**config.mk**
```make
export PLATFORM = sky130hd
export DESIGN_NAME = uart_rx_frontend_flat
export DESIGN_NICKNAME = d
export VERILOG_FILES = /design/src/rtl/uart_rx_frontend_pkg.sv /design/src/rtl/uart_rx_frontend_if.sv /design/src/rtl/uart_sync_filter.sv /design/src/rtl/uart_rx_frontend.sv /design/src/flat_wrapper.sv
export SDC_FILE = /design/constraint.sdc
export NUM_CORES = 1
export LEC_CHECK = 0
export BUFFER_PORTS_ARGS = -buffer_cell sky130_fd_sc_hd__buf_2
export CELL_PAD_IN_SITES_DETAIL_PLACEMENT = 1
export CELL_PAD_IN_SITES_GLOBAL_PLACEMENT = 1
export CORE_UTILIZATION = 48
export CTS_BUF_LIST = sky130_fd_sc_hd__clkbuf_4 sky130_fd_sc_hd__clkbuf_8
export CTS_CLUSTER_DIAMETER = 60
export DETAILED_ROUTE_END_ITERATION = 8
export PLACE_DENSITY = 0.95
export SLEW_MARGIN = 20
export SYNTH_ARGS = -nofsm -noshare
export SYNTH_HDL_FRONTEND = slang
export SYNTH_SLANG_ARGS = --single-unit
```
**constraint.sdc**
```tcl
create_clock -name clk -period 5.65 [get_ports clk]
set_clock_uncertainty 0.15 [all_clocks]
set_input_delay 0.565 -clock clk [delete_from_list [all_inputs] [get_ports clk]]
set_output_delay 0.565 -clock clk [all_outputs]
set_load 0.01 [all_outputs]
```
**src/rtl/uart_rx_frontend_pkg.sv**
```systemverilog
// uart_rx_frontend_pkg
// Shared constants and helpers for the UART receive front end.
// Contents:
//   UART_DL_W        - default divisor latch width
//   UART_LINE_IDLE   - level of an idle serial line
//   UART_SYNC_STAGES - default synchroniser depth (2 or 3)
//   maj3()           - 2-of-3 majority vote used by the optional glitch filter
// Optional feature: UART_RX_GLITCH_FILTER_EN (majority filter, used in uart_sync_filter).
package uart_rx_frontend_pkg;

  localparam int   UART_DL_W        = 16;
  localparam logic UART_LINE_IDLE   = 1'b1;
  localparam int   UART_SYNC_STAGES = 2;

  function automatic logic maj3(input logic a, input logic b, input logic c);
    return (a & b) | (a & c) | (b & c);
  endfunction

endpackage

```
**src/rtl/uart_rx_frontend_if.sv**
```systemverilog
// uart_rx_frontend_if
// Groups the front end's line, divisor and output signals.
// Signals:
//   srx_pad_i, stx_pad_i, loopback - serial sources and source select
//   dl, dl_we                      - divisor latch value and reload strobe
//   srx_o, enable, rx_fall         - conditioned line, 16x tick, falling-edge pulse
// Modports: master drives the inputs and observes the outputs; slave is the front end.
interface uart_rx_frontend_if
  import uart_rx_frontend_pkg::*;
#(
  parameter int DL_W = UART_DL_W
);

  logic            srx_pad_i;
  logic            stx_pad_i;
  logic            loopback;
  logic [DL_W-1:0] dl;
  logic            dl_we;
  logic            srx_o;
  logic            enable;
  logic            rx_fall;

  modport master (
    output srx_pad_i, stx_pad_i, loopback, dl, dl_we,
    input  srx_o, enable, rx_fall
  );

  modport slave (
    input  srx_pad_i, stx_pad_i, loopback, dl, dl_we,
    output srx_o, enable, rx_fall
  );

endinterface

```
**src/rtl/uart_sync_filter.sv**
```systemverilog
// uart_sync_filter
// Synchronises the selected serial source into clk, optionally majority-filters
// single-cycle glitches, and flags 1->0 transitions of the conditioned line.
// Ports:
//   clk        - system clock
//   wb_rst_ni  - asynchronous active-low reset (line flops reset to idle)
//   src_i      - selected serial source, asynchronous to clk
//   srx_o      - conditioned serial line (registered)
//   rx_fall_o  - one-cycle pulse in the first cycle srx_o reads 0 (registered)
// Optional feature: UART_RX_GLITCH_FILTER_EN adds two history flops and a 2-of-3
// vote, adding two cycles of latency and suppressing 1-clk pulses.
module uart_sync_filter
  import uart_rx_frontend_pkg::*;
#(
  parameter int SYNC_STAGES = UART_SYNC_STAGES
) (
  input  logic clk,
  input  logic wb_rst_ni,
  input  logic src_i,
  output logic srx_o,
  output logic rx_fall_o
);

  logic [SYNC_STAGES-1:0] sync_q, sync_d;
  logic                   s_q;
  logic                   srx_cur;
  logic                   srx_next;
  logic                   rx_fall_q, rx_fall_d;

  assign sync_d = {sync_q[SYNC_STAGES-2:0], src_i};
  assign s_q    = sync_q[SYNC_STAGES-1];

  // Synchroniser chain; the last stage is the synchronised line.
  always_ff @(posedge clk or negedge wb_rst_ni) begin
    if (!wb_rst_ni) begin
      sync_q <= {SYNC_STAGES{UART_LINE_IDLE}};
    end else begin
      sync_q <= sync_d;
    end
  end

`ifdef UART_RX_GLITCH_FILTER_EN
  logic h1_q, h2_q, srx_q;

  // History of the synchronised line plus the registered vote; a level must
  // persist for two samples before it wins the 2-of-3 majority.
  always_ff @(posedge clk or negedge wb_rst_ni) begin
    if (!wb_rst_ni) begin
      h1_q  <= UART_LINE_IDLE;
      h2_q  <= UART_LINE_IDLE;
      srx_q <= UART_LINE_IDLE;
    end else begin
      h1_q  <= s_q;
      h2_q  <= h1_q;
      srx_q <= srx_next;
    end
  end

  assign srx_next = maj3(s_q, h1_q, h2_q);
  assign srx_cur  = srx_q;
`else
  // Without the filter the last synchroniser stage is the output register, so
  // the value it will take next is the stage feeding it.
  assign srx_next = sync_q[SYNC_STAGES-2];
  assign srx_cur  = s_q;
`endif

  // The edge flag is computed from the line's next value so that it rises in
  // the same cycle srx_o first reads 0.
  assign rx_fall_d = srx_cur & ~srx_next;

  always_ff @(posedge clk or negedge wb_rst_ni) begin
    if (!wb_rst_ni) begin
      rx_fall_q <= 1'b0;
    end else begin
      rx_fall_q <= rx_fall_d;
    end
  end

  assign srx_o     = srx_cur;
  assign rx_fall_o = rx_fall_q;

endmodule

```
**src/rtl/uart_rx_frontend.sv**
```systemverilog
// uart_rx_frontend
// Receive-side front end feeding the UART receiver: selects pad or loopback
// source, conditions it (uart_sync_filter) and generates the 16x baud enable
// from the divisor latch.
// Ports:
//   clk        - system clock (single domain)
//   wb_rst_ni  - asynchronous active-low reset
//   bus        - uart_rx_frontend_if.slave: srx_pad_i, stx_pad_i, loopback,
//                dl, dl_we in; srx_o, enable, rx_fall out (all registered)
// Optional feature: UART_RX_GLITCH_FILTER_EN (majority glitch filter in uart_sync_filter).
module uart_rx_frontend
  import uart_rx_frontend_pkg::*;
#(
  parameter int DL_W        = UART_DL_W,
  parameter int SYNC_STAGES = UART_SYNC_STAGES
) (
  input  logic                     clk,
  input  logic                     wb_rst_ni,
  uart_rx_frontend_if.slave        bus
);

  logic            src;
  logic [DL_W-1:0] dlc_q, dlc_d;
  logic            enable_q, enable_d;

  // Loopback is muxed ahead of the synchroniser, so switching source looks
  // like an ordinary line edge downstream.
  assign src = bus.loopback ? bus.stx_pad_i : bus.srx_pad_i;

  uart_sync_filter #(
    .SYNC_STAGES (SYNC_STAGES)
  ) u_sync_filter (
    .clk       (clk),
    .wb_rst_ni (wb_rst_ni),
    .src_i     (src),
    .srx_o     (bus.srx_o),
    .rx_fall_o (bus.rx_fall)
  );

  // Divisor down-counter. A zero divisor parks the counter at 0 so that the
  // first tick appears one cycle after dl becomes non-zero; a dl_we strobe
  // reloads dl-1 so the first tick lands exactly dl cycles later.
  always_comb begin
    dlc_d    = dlc_q;
    enable_d = 1'b0;
    if (bus.dl == '0) begin
      dlc_d = '0;
    end else if (bus.dl_we) begin
      dlc_d = bus.dl - DL_W'(1);
    end else if (dlc_q == '0) begin
      enable_d = 1'b1;
      dlc_d    = bus.dl - DL_W'(1);
    end else begin
      dlc_d = dlc_q - DL_W'(1);
    end
  end

  always_ff @(posedge clk or negedge wb_rst_ni) begin
    if (!wb_rst_ni) begin
      dlc_q    <= '0;
      enable_q <= 1'b0;
    end else begin
      dlc_q    <= dlc_d;
      enable_q <= enable_d;
    end
  end

  assign bus.enable = enable_q;

endmodule

```
**src/flat_wrapper.sv**
```systemverilog
// flat-port wrapper written by rule: the top's interface ports become plain ports
module uart_rx_frontend_flat import uart_rx_frontend_pkg::*;
#(
  parameter int DL_W        = UART_DL_W,
  parameter int SYNC_STAGES = UART_SYNC_STAGES
)
  (clk, wb_rst_ni, bus_srx_pad_i, bus_stx_pad_i, bus_loopback, bus_dl, bus_dl_we, bus_srx_o, bus_enable, bus_rx_fall);
  uart_rx_frontend_if #(.DL_W(DL_W)) bus_i ();
  input  logic clk;
  input  logic wb_rst_ni;
  input wire logic [$bits(bus_i.srx_pad_i)-1:0] bus_srx_pad_i;
  input wire logic [$bits(bus_i.stx_pad_i)-1:0] bus_stx_pad_i;
  input wire logic [$bits(bus_i.loopback)-1:0] bus_loopback;
  input wire logic [$bits(bus_i.dl)-1:0] bus_dl;
  input wire logic [$bits(bus_i.dl_we)-1:0] bus_dl_we;
  output wire logic [$bits(bus_i.srx_o)-1:0] bus_srx_o;
  output wire logic [$bits(bus_i.enable)-1:0] bus_enable;
  output wire logic [$bits(bus_i.rx_fall)-1:0] bus_rx_fall;
  assign bus_i.srx_pad_i = bus_srx_pad_i;
  assign bus_i.stx_pad_i = bus_stx_pad_i;
  assign bus_i.loopback = bus_loopback;
  assign bus_i.dl = bus_dl;
  assign bus_i.dl_we = bus_dl_we;
  assign bus_srx_o = bus_i.srx_o;
  assign bus_enable = bus_i.enable;
  assign bus_rx_fall = bus_i.rx_fall;
  uart_rx_frontend #(.DL_W(DL_W), .SYNC_STAGES(SYNC_STAGES)) u_core (.clk(clk), .wb_rst_ni(wb_rst_ni), .bus(bus_i));
endmodule
```
# After elaboration in Yosys (flattened, before gate mapping)
# Cells that the tools add are included.
# classes
n_addsub,2
n_mux,7
bitwise,2
n_reduce_logical,2
# op_table
cell,n
16-bit two-way mux,3
16-bit logical NOT,2
"16-bit by 1-bit subtractor with 16-bit output, second input constant",2
1-bit two-way mux,4
1-bit bitwise AND,1
1-bit inverter,1
# totals
ff_bits,20
input_bits,22
output_inout_bits,3
wordCells,17

# Logic depth before layout (Yosys ltp)
# Gate-level depths: netlist (run 1).
# logic_depth
ltp_word,4
ltp_mapped,9
mapped_depth_nobuf,7

# By module
# Synthesis (run 1) repeated with hierarchy kept, for this count alone.
# unflattened
hier_cells,143
hier_area_um2,1356.3
# modules_own_cells
module,instances,cells_per_inst,area_per_inst_um2,seq_area_each_um2
uart_rx_frontend,1,139,1265.0,425.4
uart_sync_filter,1,4,91.3,77.6

# Worst setup path after synthesis (run 1)
# OpenSTA, ideal clock, no wires.
# synth_path
path_type,input port to flip-flop
from,input bus_dl[0]
to,register u_core.dlc_q[10]
setup_time_ns,0.127
arrival_ns,2.020
required_time_ns,5.373
setup_slack_ns,3.353
cell_stages,9
n_path_buf,2
cell_sequence,inv_1 ha_1 or3b_1 clkbuf_1 nor2_1 nand2_2 nor3_4 buf_6 a211oi_1
# synth_via
elab_chain_cells,4
word_cells_on_any_way,5
cone_classes,add/sub (1); mux (3); reduce/logical (1)
# synth_rtl
element,line_no,rtl
"start, declared",flat_wrapper.sv:14,input wire logic [$bits(bus_i.dl)-1:0] bus_dl;
16-bit by 1-bit subtractor with 16-bit output,"uart_rx_frontend.sv:49, uart_rx_frontend.sv:52",
16-bit two-way mux,uart_rx_frontend.sv:50,end else if (dlc_q == '0) begin
16-bit two-way mux,uart_rx_frontend.sv:48,end else if (bus.dl_we) begin
16-bit two-way mux (*),uart_rx_frontend.sv:46,if (bus.dl == '0) begin
net u_core.dlc_d[10],uart_rx_frontend.sv:23,"logic [DL_W-1:0] dlc_q, dlc_d;"
"end signal, assigned",uart_rx_frontend.sv:63,dlc_q <= dlc_d;
"end, declared",uart_rx_frontend.sv:23,
# The timed path passes the listed nets; every way through them passes the cells marked *.

# Final worst setup path (run 1)
# layout_path
from,register u_core.dlc_q[0]
to,register u_core.dlc_q[1]
# layout_via
elab_chain_cells,4
word_cells_on_any_way,5
cone_classes,add/sub (1); mux (3); reduce/logical (1)
# layout_rtl
element,line_no
16-bit by 1-bit subtractor with 16-bit output or 16-bit logical NOT (tied branches),"uart_rx_frontend.sv:54, uart_rx_frontend.sv:50"
16-bit two-way mux (*),uart_rx_frontend.sv:50
16-bit two-way mux (*),uart_rx_frontend.sv:48
16-bit two-way mux (*),uart_rx_frontend.sv:46
net u_core.dlc_d[1],uart_rx_frontend.sv:23
# Marks and branches as above.

==> run_results.csv, run 1 <==
group,metric,value,unit
run_status,status,"finished clean",
cells_and_area,fillers,338,
placement,place_inst,195,
cells_and_area,fin_cells,199,
sta,setup_viol,0,
drt,wl_per_cell,18.09,um
pwr,ir_drop,0.1851,mV
synthesis,netlist-cell-type-count,39,
synthesis,syn_nets,170,
clocking,cts-hold-fix-buffers,0,
global_routing,grt_use_total,0.2568,
placement,hpwl,2.665,mm
floorplanning,boundaryPins,25,
cells_and_area,area_growth,12.62,%
run,drv_cap,0,
placement,place_area,0.001541,mm^2
clocking,clock_path_buffers,2,
cells_and_area,fin_nets,194,
floorplanning,fp.dieArea,0.003175,mm^2
critical_path,required,5750,ps
clocking,cts_tree,"done",
synthesis,synth_warnings,0,
floorplanning,initial_core_util,0.5097,
pwr,p_comb_frac,0.208,
floorplanning,die_y,56.35,um
placement,io_buffers,24,
synthesis,synth_xor_area_frac,0.1483,
global_routing,grt_max_degree,21,
drt,vias_per_cell,6.075,
cells_and_area,antennaDiodeCount,0,
cells_and_area,fin_util,0.5740,
global_routing,grt_pass1_wl,6.147,mm
drt,drc,0,
drt,drt-met1-wl,1.491,mm
floorplanning,fp.dieW,56.35,um
synthesis,avgSynthCellArea,9.777,um^2
pwr,power_density,237.4,mW/mm^2
drt,top_layer_used,"met4",
drt,dr_wl_met3,109,um
clocking,path_clk_slew,120,ps
synthesis,synth_compound_area_frac,0.1015,
global_routing,grt_pass1_vias,1303,
cells_and_area,drive_above_1_share,0.2798,
synthesis,synth_area,0.001418,mm^2
sta,max_slew.worst_pin.slew,776.8,ps
synthesis,synth_top_area_frac,0.3177,
synthesis,ys_seq_area_frac,0.3548,
synthesis,synthTopCellsByArea,"dfrtp_1 (32%), xnor2_1 (11%), nor2_1 (6.4%)",
pwr,switching_share,0.2945,
synthesis,muxShareOfSynthArea,0.03001,
pwr,p_clk_frac,0.314,
global_routing,antenna_found_initial,0,
sta,hold_violations,0,
clocking,cts_setup_buffers,0,
drt,vias,1209,
synthesis,synth_edf_count,0,
cells_and_area,design_area,0.001597,mm^2
drt,wl,3.599,mm
synthesis,ys_ff_latch,20,
sta,timing.fmax,392.4,MHz
synthesis,synth_top_family_by_area,"simple AND/OR/NAND/NOR gates",
global_routing,grt_overflow,0,
clocking,cts-htree-levels,1,
critical_path,critical_path_class,"flop to flop",
drt,dr.pass1.iters,4,
synthesis,synth_adder_area_share,0.02648,
synthesis,synth_ff_type,"dfrtp_1",
sta,setup_tns,0,ps
sta,drv_slew,0,
synthesis,synth.top_cells.by_count,"nor2_1 (24), dfrtp_1 (18), xnor2_1 (18)",
sta,slew_headroom,0.4810,
synthesis,yosysTopAreaCell,"dfrtp_1",
pwr,power_leakage,0.6115,nW
floorplanning,core_area,0.002781,mm^2
synthesis,synth.most_common_cell,"nor2_1",
critical_path,arrival,2650,ps
placement,gp_congestion,0.8566,
clocking,cts-root-buf,"clkbuf_4",
sta,post-route-period-util,0.4510,
drt,ant_nets,0,
sta,fin_crit,2548,ps
floorplanning,fp-row-count,19,
synthesis,async_reset_ff_frac,1.000,
synthesis,yosys.area_share.simple,0.3010,
pwr,power_switching,0.0001116,W
clocking,clock-sinks,20,
min_path,worstHoldPathType,"primary input to async pin",
critical_path,crit_path_start_kind,"flop",
pwr,power_frac_seq,0.478,
drt,dr_wl_met2,1.901,mm
clocking,cts-resized-gates,0,
synthesis,syn_inst,145,
clocking,clock_latency,320,ps
critical_path,path_max_fanout,17,
drt,drt_iter0_drc,10,
pwr,internal-power,0.0002674,W
sta,rsz0062_at_grt,"false",
clocking,numCtsBuffers,3,
critical_path,crit_path_end_kind,"flop",
metrics by stage:
stage	setup slack, ps	total power, W	hold WS [ps]
finish	3102	0.0003790	19.26
floorplan	3353	0.0002274	119.4
detailed placement	2841	0.0002587	211.8
global route	2931	0.0003966	45.46
global placement	2945	0.0002521	207.5
CTS	2958	0.0003821	22.55
final timing paths:
check                                                           end                                     start  cells after the start  slack [ps]
min in group clk           u_core.u_sync_filter.sync_q[1]$_DFF_PN1_  u_core.u_sync_filter.sync_q[0]$_DFF_PN1_                      0         230
hold / removal             u_core.u_sync_filter.rx_fall_o$_DFF_PN0_                                 wb_rst_ni                      1          20
setup / recovery                          u_core.dlc_q[1]$_DFF_PN0_                 u_core.dlc_q[0]$_DFF_PN0_                      7        3100
setup reg to reg                          u_core.dlc_q[1]$_DFF_PN0_                 u_core.dlc_q[0]$_DFF_PN0_                      7        3100
max in group asynchronous  u_core.u_sync_filter.sync_q[1]$_DFF_PN1_                                 wb_rst_ni                      1        5000
hold reg to reg            u_core.u_sync_filter.sync_q[1]$_DFF_PN1_  u_core.u_sync_filter.sync_q[0]$_DFF_PN1_                      0         230
placed cells by master, fill, tap and decap left out, types with 4 or more instances in the layout:
cell	instances
nor2_1	24
buf_2	24
xnor2_1	18
dfrtp_1	18
nor3_1	9
a211oi_1	9
xor2_1	6
inv_1	5
nor4_1	5
a211oi_2	4
flip-flops by register name, indices dropped and copies added, names as in the netlist:
register                        flops
u_core.bus.enable                   1
u_core.dlc_q                       16
u_core.u_sync_filter.rx_fall_o      1
u_core.u_sync_filter.sync_q         2
power groups by stage:
stage / sequential [W] / clock, W / combinational [W]
global route: 0.000183 / 0.000127 / 0.0000862
global placement: 0.000180 / 0 / 0.0000720
detailed placement: 0.000182 / 0 / 0.0000767
floorplan: 0.000178 / 0 / 0.0000495
CTS: 0.000180 / 0.000123 / 0.0000793
finish: 0.000181 / 0.000119 / 0.0000787
worst max-delay path, cell delays in order, from the launching register on:
cell      delay [ps]
dfrtp_1          440
inv_1            130
ha_1             170
nor4b_1          320
nand4_1          210
nand2b_1         570
mux2_2           410
nor2_1            80
area by class of cell:
class	instances	area (um^2)	share of cell area
Multi-Input combinational cell	115	863.3	0.5408
Sequential cell	20	503.0	0.3150
Timing Repair Buffer	24	120.1	0.07524
Tap cell	31	38.79	0.02429
Clock inverter	1	30.03	0.01881
Clock buffer	3	22.52	0.01411
Inverter	5	18.77	0.01176
cell families (layout without fill, tap and decap cells):
group,count (synthesis),in the layout
adders and majority gates,3,3
AOI/OAI and AO/OA,16,16
xor gates and xnor gates,24,24
buffers and inverters,10,33
and+or+nand+nor,68,68
muxes,4,4
DFF,20,20
routing by layer:
layer | track usage | vias up
met1 | 0.3019 | 592
li1 | - | 571
met5 | 0 | -
met3 | 0.03456 | 10
met4 | 0.1254 | 0
met2 | 0.4575 | 36
Power figures use the tool's default switching activity.
==> inputs of run 2 (changes only) <==
ABC_AREA = 1   (was not set)
CORE_UTILIZATION = 42   (was 48)
PLACE_DENSITY = 0.92   (was 0.95)
clock period = 2.6 ns   (was 5.65 ns; I/O delays follow)
==> run 2 against run 1 <==
Against the previous run: utilization down 7.3 points; combinational power increased to 2.5 times the previous value; clock power rose by 95%; register-to-register slack worse by 2400 ps; design area is 18% higher; critical path type unchanged; largest power group unchanged.
==> run_results.csv, run 2 <==
group,metric,value,unit
synthesis,netlist-cell-type-count,27,
clocking,cts-root-buf,"clkbuf_8",
floorplanning,fp-row-count,22,
synthesis,syn_inst,243,
synthesis,synthTopCellsByArea,"dfrtp_1 (27%), nand2_1 (15%), nor2_1 (9.8%)",
cells_and_area,reg.largest.list,"u_core.dlc_q (16), u_core.u_sync_filter.sync_q (2)",
cells_and_area,antennaDiodeCount,0,
critical_path,regToRegSetupSlack,740,ps
critical_path,path_max_fanout,16,
critical_path,critical_path_class,"flop to flop",
floorplanning,core_area,0.003744,mm^2
placement,hpwl,3.575,mm
clocking,cts_setup_buffers,0,
global_routing,antenna_found_initial,0,
cells_and_area,final_common_cell,"nand2_1",
pwr,ir_drop,0.1472,mV
synthesis,synth_top_area_frac,0.2681,
sta,post-route-period-util,0.7135,
synthesis,synth_warnings,0,
synthesis,avgSynthCellArea,6.915,um^2
critical_path,required,2600,ps
cells_and_area,fillers,524,
synthesis,ys_seq_area_frac,0.2993,
placement,io_buffers,24,
cells_and_area,drive_above_1_share,0.2156,
drt,wl_per_cell,13.97,um
placement,gp_congestion,0.8193,
drt,vias,1595,
cells_and_area,largest_register,"u_core.dlc_q",
pwr,internal-power,0.0005402,W
floorplanning,die_y,65.25,um
critical_path,crit_path_start_kind,"flop",
pwr,power_switching,0.0002633,W
synthesis,yosysTopAreaCell,"dfrtp_1",
sta,hold_violations,0,
global_routing,grt_pass1_vias,1721,
clocking,path_clk_slew,80,ps
drt,drt_iter0_drc,63,
placement,place_area,0.001818,mm^2
critical_path,crit_path_end_kind,"flop",
floorplanning,fp.dieArea,0.004258,mm^2
drt,vias_per_cell,5.032,
clocking,numCtsBuffers,3,
sta,fin_crit,1855,ps
floorplanning,initial_core_util,0.4489,
drt,drc,0,
sta,timing.fmax,539.1,MHz
pwr,power_density,428.1,mW/mm^2
clocking,clock_latency,270,ps
global_routing,grt_pass1_wl,7.783,mm
clocking,cts-resized-gates,0,
sta,slew_headroom,0.5746,
sta,setup_viol,0,
synthesis,synth_ff_type,"dfrtp_1",
pwr,p_comb_frac,0.245,
pwr,p_clk_frac,0.289,
sta,setup_tns,0,ps
synthesis,ys_ff_latch,20,
synthesis,synth_edf_count,0,
sta,drv_slew,0,
drt,dr.pass1.iters,4,
pwr,switching_share,0.3277,
synthesis,synth.most_common_cell,"nand2_1",
critical_path,worst_r2r_endpoint,"u_core.dlc_q[15]$_DFF_PN0_",
synthesis,async_reset_ff_frac,1.000,
clocking,cts_tree,"done",
drt,wl,4.429,mm
critical_path,ff2ff_path_depth,11,
cells_and_area,largest_register_ff_count,16,
floorplanning,boundaryPins,25,
global_routing,grt_use_total,0.2414,
drt,ant_nets,0,
global_routing,grt_overflow,0,
clocking,cts-htree-levels,1,
synthesis,synth.top_cells.by_count,"nand2_1 (66), nor2_1 (44), inv_1 (26)",
clocking,clock-sinks,20,
cells_and_area,area_growth,11.69,%
cells_and_area,final_cell_mix,"nand2_1 (66), nor2_1 (44), inv_1 (26)",
pwr,power_leakage,0.9462,nW
synthesis,syn_nets,268,
synthesis,synth_area,0.001680,mm^2
clocking,clock_path_buffers,2,
cells_and_area,design_area,0.001877,mm^2
critical_path,arrival,1860,ps
global_routing,grt_max_degree,21,
run_status,status,"finished clean",
sta,max_slew.worst_pin.slew,637.4,ps
min_path,worstHoldPathType,"primary input to flop",
run,drv_cap,0,
critical_path,reg2reg_from,"u_core.dlc_q[0]$_DFF_PN0_",
cells_and_area,fin_nets,295,
sta,rsz0062_at_grt,"false",
cells_and_area,fin_util,0.5013,
critical_path,crit_start,"u_core.dlc_q[0]$_DFF_PN0_",
floorplanning,fp.dieW,65.25,um
critical_path,crit_path_end,"u_core.dlc_q[15]$_DFF_PN0_",
pwr,power_frac_seq,0.466,
==> run 2: cell types whose count changed after synthesis, sizes merged, moves of 10 or more <==
cell    change
nand2      +67
nor2       +33
nand3      +24
inv        +21
a211oi     -13
a21oi      +10
nor3       -10
==> run 2: stage by stage <==
| step | instances | power, W | setup slack, ps | hold slack, ps |
|---|---|---|---|---|
| floorplan | 243 | 0.0005109 | 963.9 | -185.6 |
| CTS | 317 | 0.0008110 | 733.6 | 74.66 |
| detailed placement | 312 | 0.0005767 | 541.5 | 94.03 |
| global route | 317 | 0.0008541 | 571.8 | 74.11 |
| global placement | 312 | 0.0005682 | 608.9 | 88.09 |
| finish | 317 | 0.0008035 | 745.0 | 76.81 |
==> run 2: worst min path at each step <==
stage / startpoint / endpoint / slack [ps] / cells after the start
floorplan: wb_rst_ni / u_core.bus.enable$_DFF_PN0_ / -190 / 0
global placement: wb_rst_ni / u_core.dlc_q[6]$_DFF_PN0_ / 90 / 1
detailed placement: wb_rst_ni / u_core.dlc_q[4]$_DFF_PN0_ / 90 / 1
CTS: bus_srx_pad_i / u_core.u_sync_filter.sync_q[0]$_DFF_PN1_ / 70 / 2
global route: bus_srx_pad_i / u_core.u_sync_filter.sync_q[0]$_DFF_PN1_ / 70 / 2
finish: bus_srx_pad_i / u_core.u_sync_filter.sync_q[0]$_DFF_PN1_ / 80 / 2
==> run 2: final cells by class <==
type / instances / area [um^2] / area share
multi-input cells: 194 / 1037 / 0.5527
flip-flops and latches: 20 / 503.0 / 0.2680
repair buffers: 25 / 130.1 / 0.06933
well taps: 48 / 60.06 / 0.03200
inverters: 26 / 97.59 / 0.05200
clock buffers: 4 / 48.80 / 0.02600
==> run 2: what timing repair did <==
action                                 4_1_cts  5_1_grt
setup endpoints to repair                    0        0
endpoints found under the hold margin       18        0
hold buffers                                 1        0
==> run 2: logic make-up after synthesis <==
logic type / share of synthesized area
muxes: 0.006701
AOI/OAI and AO/OA: 0.06031
and+or+nand+nor: 0.4549
buffers and inverters: 0.08339
adders and majority gates: 0.02234
xor gates and xnor gates: 0.07297
DFF: 0.2993
==> run 2: worst max-delay path, cell delays in order, from the launching register on <==
cell and delay, ps:
dfrtp_1 390, inv_1 160, ha_1 180, inv_1 40, nor2_1 100, nand2_2 100, nor2_8 130, nand2_4 60
nand2_4 170, nand2_1 80, nor2_1 120, nor2_1 60
==> run 2: layer usage <==
layer  share of wire  GRT usage  up-vias
met3           0.022    0.02083       11
met5               0          0        -
met1            0.45     0.2849      742
met4           0.029     0.1005        0
li1                -          -      811
met2            0.50     0.4420       31
==> run 2: power groups by stage <==
stage                     registers, W  logic [W]  clock network (W)
after global placement        0.000378   0.000190                  0
after CTS                     0.000375   0.000199           0.000237
final                         0.000375   0.000197           0.000232
after detailed placement      0.000381   0.000196                  0
after floorplan               0.000374   0.000137                  0
after global routing          0.000379   0.000227           0.000248
==> inputs of run 3 (changes only) <==
clock period = 1.74 ns   (was 2.6 ns; I/O delays follow)
==> run 3 against run 2 <==
Against the previous run: largest power group unchanged; the run now ends with setup timing left; sequential power grew 50%; highest routed layer unchanged; sequential share of layout area shrank 1.8 points; critical path depth is the same; via count grew 3.2%; utilization rose by 3.5 points.
==> run_results.csv, run 3 (synthesis gave the netlist of run 2 again) <==
group,metric,value,unit
critical_path,reg2reg_from,"u_core.dlc_q[0]$_DFF_PN0_",
floorplanning,core_area,0.003744,mm^2
critical_path,crit_path_start_kind,"flop",
placement,io_buffers,24,
clocking,clock_path_buffers,2,
sta,slew_headroom,0.6969,
critical_path,crit_path_end_kind,"flop",
pwr,ir_drop,0.2470,mV
sta,fin_crit,1764,ps
floorplanning,die_y,65.25,um
global_routing,grt_pass1_wl,8.197,mm
drt,drt_iter0_drc,67,
run_status,status,"complete, but fails checks",
sta,timing.fmax,566.9,MHz
critical_path,cpPeakStageDelay,410,ps
clocking,numCtsBuffers,3,
critical_path,arrival,1810,ps
drt,wl_per_cell,15.30,um
cells_and_area,final_cell_mix,"nand2_1 (66), nor2_1 (42), inv_1 (25)",
sta,rsz0062_at_grt,"true",
critical_path,critical_path_class,"flop to flop",
drt,ant_nets,0,
cells_and_area,area_growth,19.51,%
min_path,hp-start,"bus_dl[0]",
drt,vias,1646,
floorplanning,fp.dieArea,0.004258,mm^2
placement,hpwl,3.686,mm
cells_and_area,final_common_cell,"nand2_1",
clocking,cts-htree-levels,1,
sta,worst_slack,-23.88,ps
critical_path,worstPathCellList,"inv_2 > ha_1 > inv_1 > nor2_2 > nand2_2 > nor2_8 > a21oi_4 > buf_4 > nand2_1 > nand2_1 > nor2_2",
critical_path,required,1790,ps
clocking,clock-sinks,20,
critical_path,path_max_fanout,7,
sta,drv_slew,0,
critical_path,cp_slowest_cell,"dfrtp_1",
sta,post-route-period-util,1.014,
global_routing,grt_max_degree,21,
drt,drc,0,
floorplanning,boundaryPins,25,
cells_and_area,fin_util,0.5364,
sta,hold_violations,0,
placement,place_ws,-4.346,ps
cells_and_area,largest_register_ff_count,16,
clocking,path_clk_slew,80,ps
drt,wl,5.017,mm
global_routing,grt_overflow,0,
drt,vias_per_cell,5.018,
pwr,power_leakage,1.007,nW
clocking,cts_tree,"done",
cells_and_area,fillers,519,
placement,gp_congestion,0.8244,
cells_and_area,antennaDiodeCount,0,
clocking,clock_latency,260,ps
cells_and_area,largest_register,"u_core.dlc_q",
clocking,cts-root-buf,"clkbuf_8",
drt,dr.pass1.iters,7,
pwr,power_density,612.4,mW/mm^2
global_routing,grt_use_total,0.2523,
global_routing,grt_pass1_vias,1711,
cells_and_area,fin_nets,306,
floorplanning,fp.dieW,65.25,um
floorplanning,initial_core_util,0.4489,
global_routing,antenna_found_initial,0,
critical_path,crit_start,"u_core.dlc_q[0]$_DFF_PN0_",
cells_and_area,drive_above_1_share,0.2571,
cells_and_area,reg.largest.list,"u_core.dlc_q (16), u_core.u_sync_filter.sync_q (2)",
run_status,failed_checks,"setup timing",
sta,setup_viol,4,
sta,max_slew.worst_pin.slew,454.6,ps
min_path,worstHoldPathType,"primary input to flop",
run,drv_cap,0,
floorplanning,fp-row-count,22,
run 3: path summary, 6_finish.rpt:
| kind | endpoint | slack (ps) | depth (start not counted) |
|---|---|---|---|
| min in group asynchronous | u_core.dlc_q[4]$_DFF_PN0_ | 230 | 2 |
| setup reg to reg | u_core.dlc_q[7]$_DFF_PN0_ | -20 | 11 |
| max in group asynchronous | u_core.u_sync_filter.sync_q[0]$_DFF_PN1_ | 870 | 2 |
| hold reg to reg | u_core.u_sync_filter.sync_q[1]$_DFF_PN1_ | 220 | 0 |
| hold / removal | u_core.dlc_q[0]$_DFF_PN0_ | 70 | 4 |
| setup / recovery | u_core.dlc_q[7]$_DFF_PN0_ | -20 | 11 |
run 3: worst max-delay path: cells and delay by family, from the launching register on:
| family | cells | cell delay, ps |
|---|---|---|
| adder cells (fa/ha/maj) | 1 | 140 |
| AND/OR/NAND/NOR | 6 | 620 |
| buffers and inverters | 3 | 300 |
| flip-flops | 1 | 410 |
| AO/OA/AOI/OAI | 1 | 80 |
run 3: timing repair:
| action | CTS | global route |
|---|---|---|
| cloned | 0 | 2 |
| pin swaps | 1 | 2 |
| resized for setup | 2 | 6 |
| hold endpoints to repair | 19 | 0 |
| setup buffers | 0 | 2 |
| setup endpoints to repair | 8 | 16 |
| hold buffers | 3 | 0 |
run 3: power breakdown:
group          switching (W)  total (W)  internal [W]
logic               0.000198   0.000329      0.000131
registers          0.0000480   0.000562      0.000514
clock network       0.000159   0.000338      0.000179
total               0.000405    0.00123      0.000825
run 3: area by class of cell:
class                      instances  area (um^2)  share of cell area
clock buffer                       4        48.80             0.02430
sequential                        20        503.0              0.2505
timing repair buffer              35        226.5              0.1128
multi-input combinational        195         1072              0.5340
inverter                          26        97.59             0.04860
tap                               48        60.06             0.02991
run 3: per-stage QoR:
| step | instances | hold WS [ps] | cell area (um^2) | setup TNS, ps | total power (W) |
|---|---|---|---|---|---|
| floorplan | 243 | -271.6 | 1680 | 0 | 0.0007635 |
| global placement | 317 | 2.875 | 1868 | 0 | 0.0008529 |
| detailed placement | 317 | -1.960 | 1868 | -4.346 | 0.0008712 |
| CTS | 324 | 68.64 | 1956 | 0 | 0.001218 |
| global route | 328 | 95.56 | 2008 | -1095 | 0.001297 |
| finish | 328 | 68.15 | 2008 | -42.85 | 0.001230 |
run 3: per-layer routing:
layer  routed length (um)  vias up  track usage
met5                    0        -            0
met4                   57        0      0.07065
met3                   80        5      0.01042
met2                 2665       26       0.4704
met1                 2213      782       0.3118
li1                     -      833            -
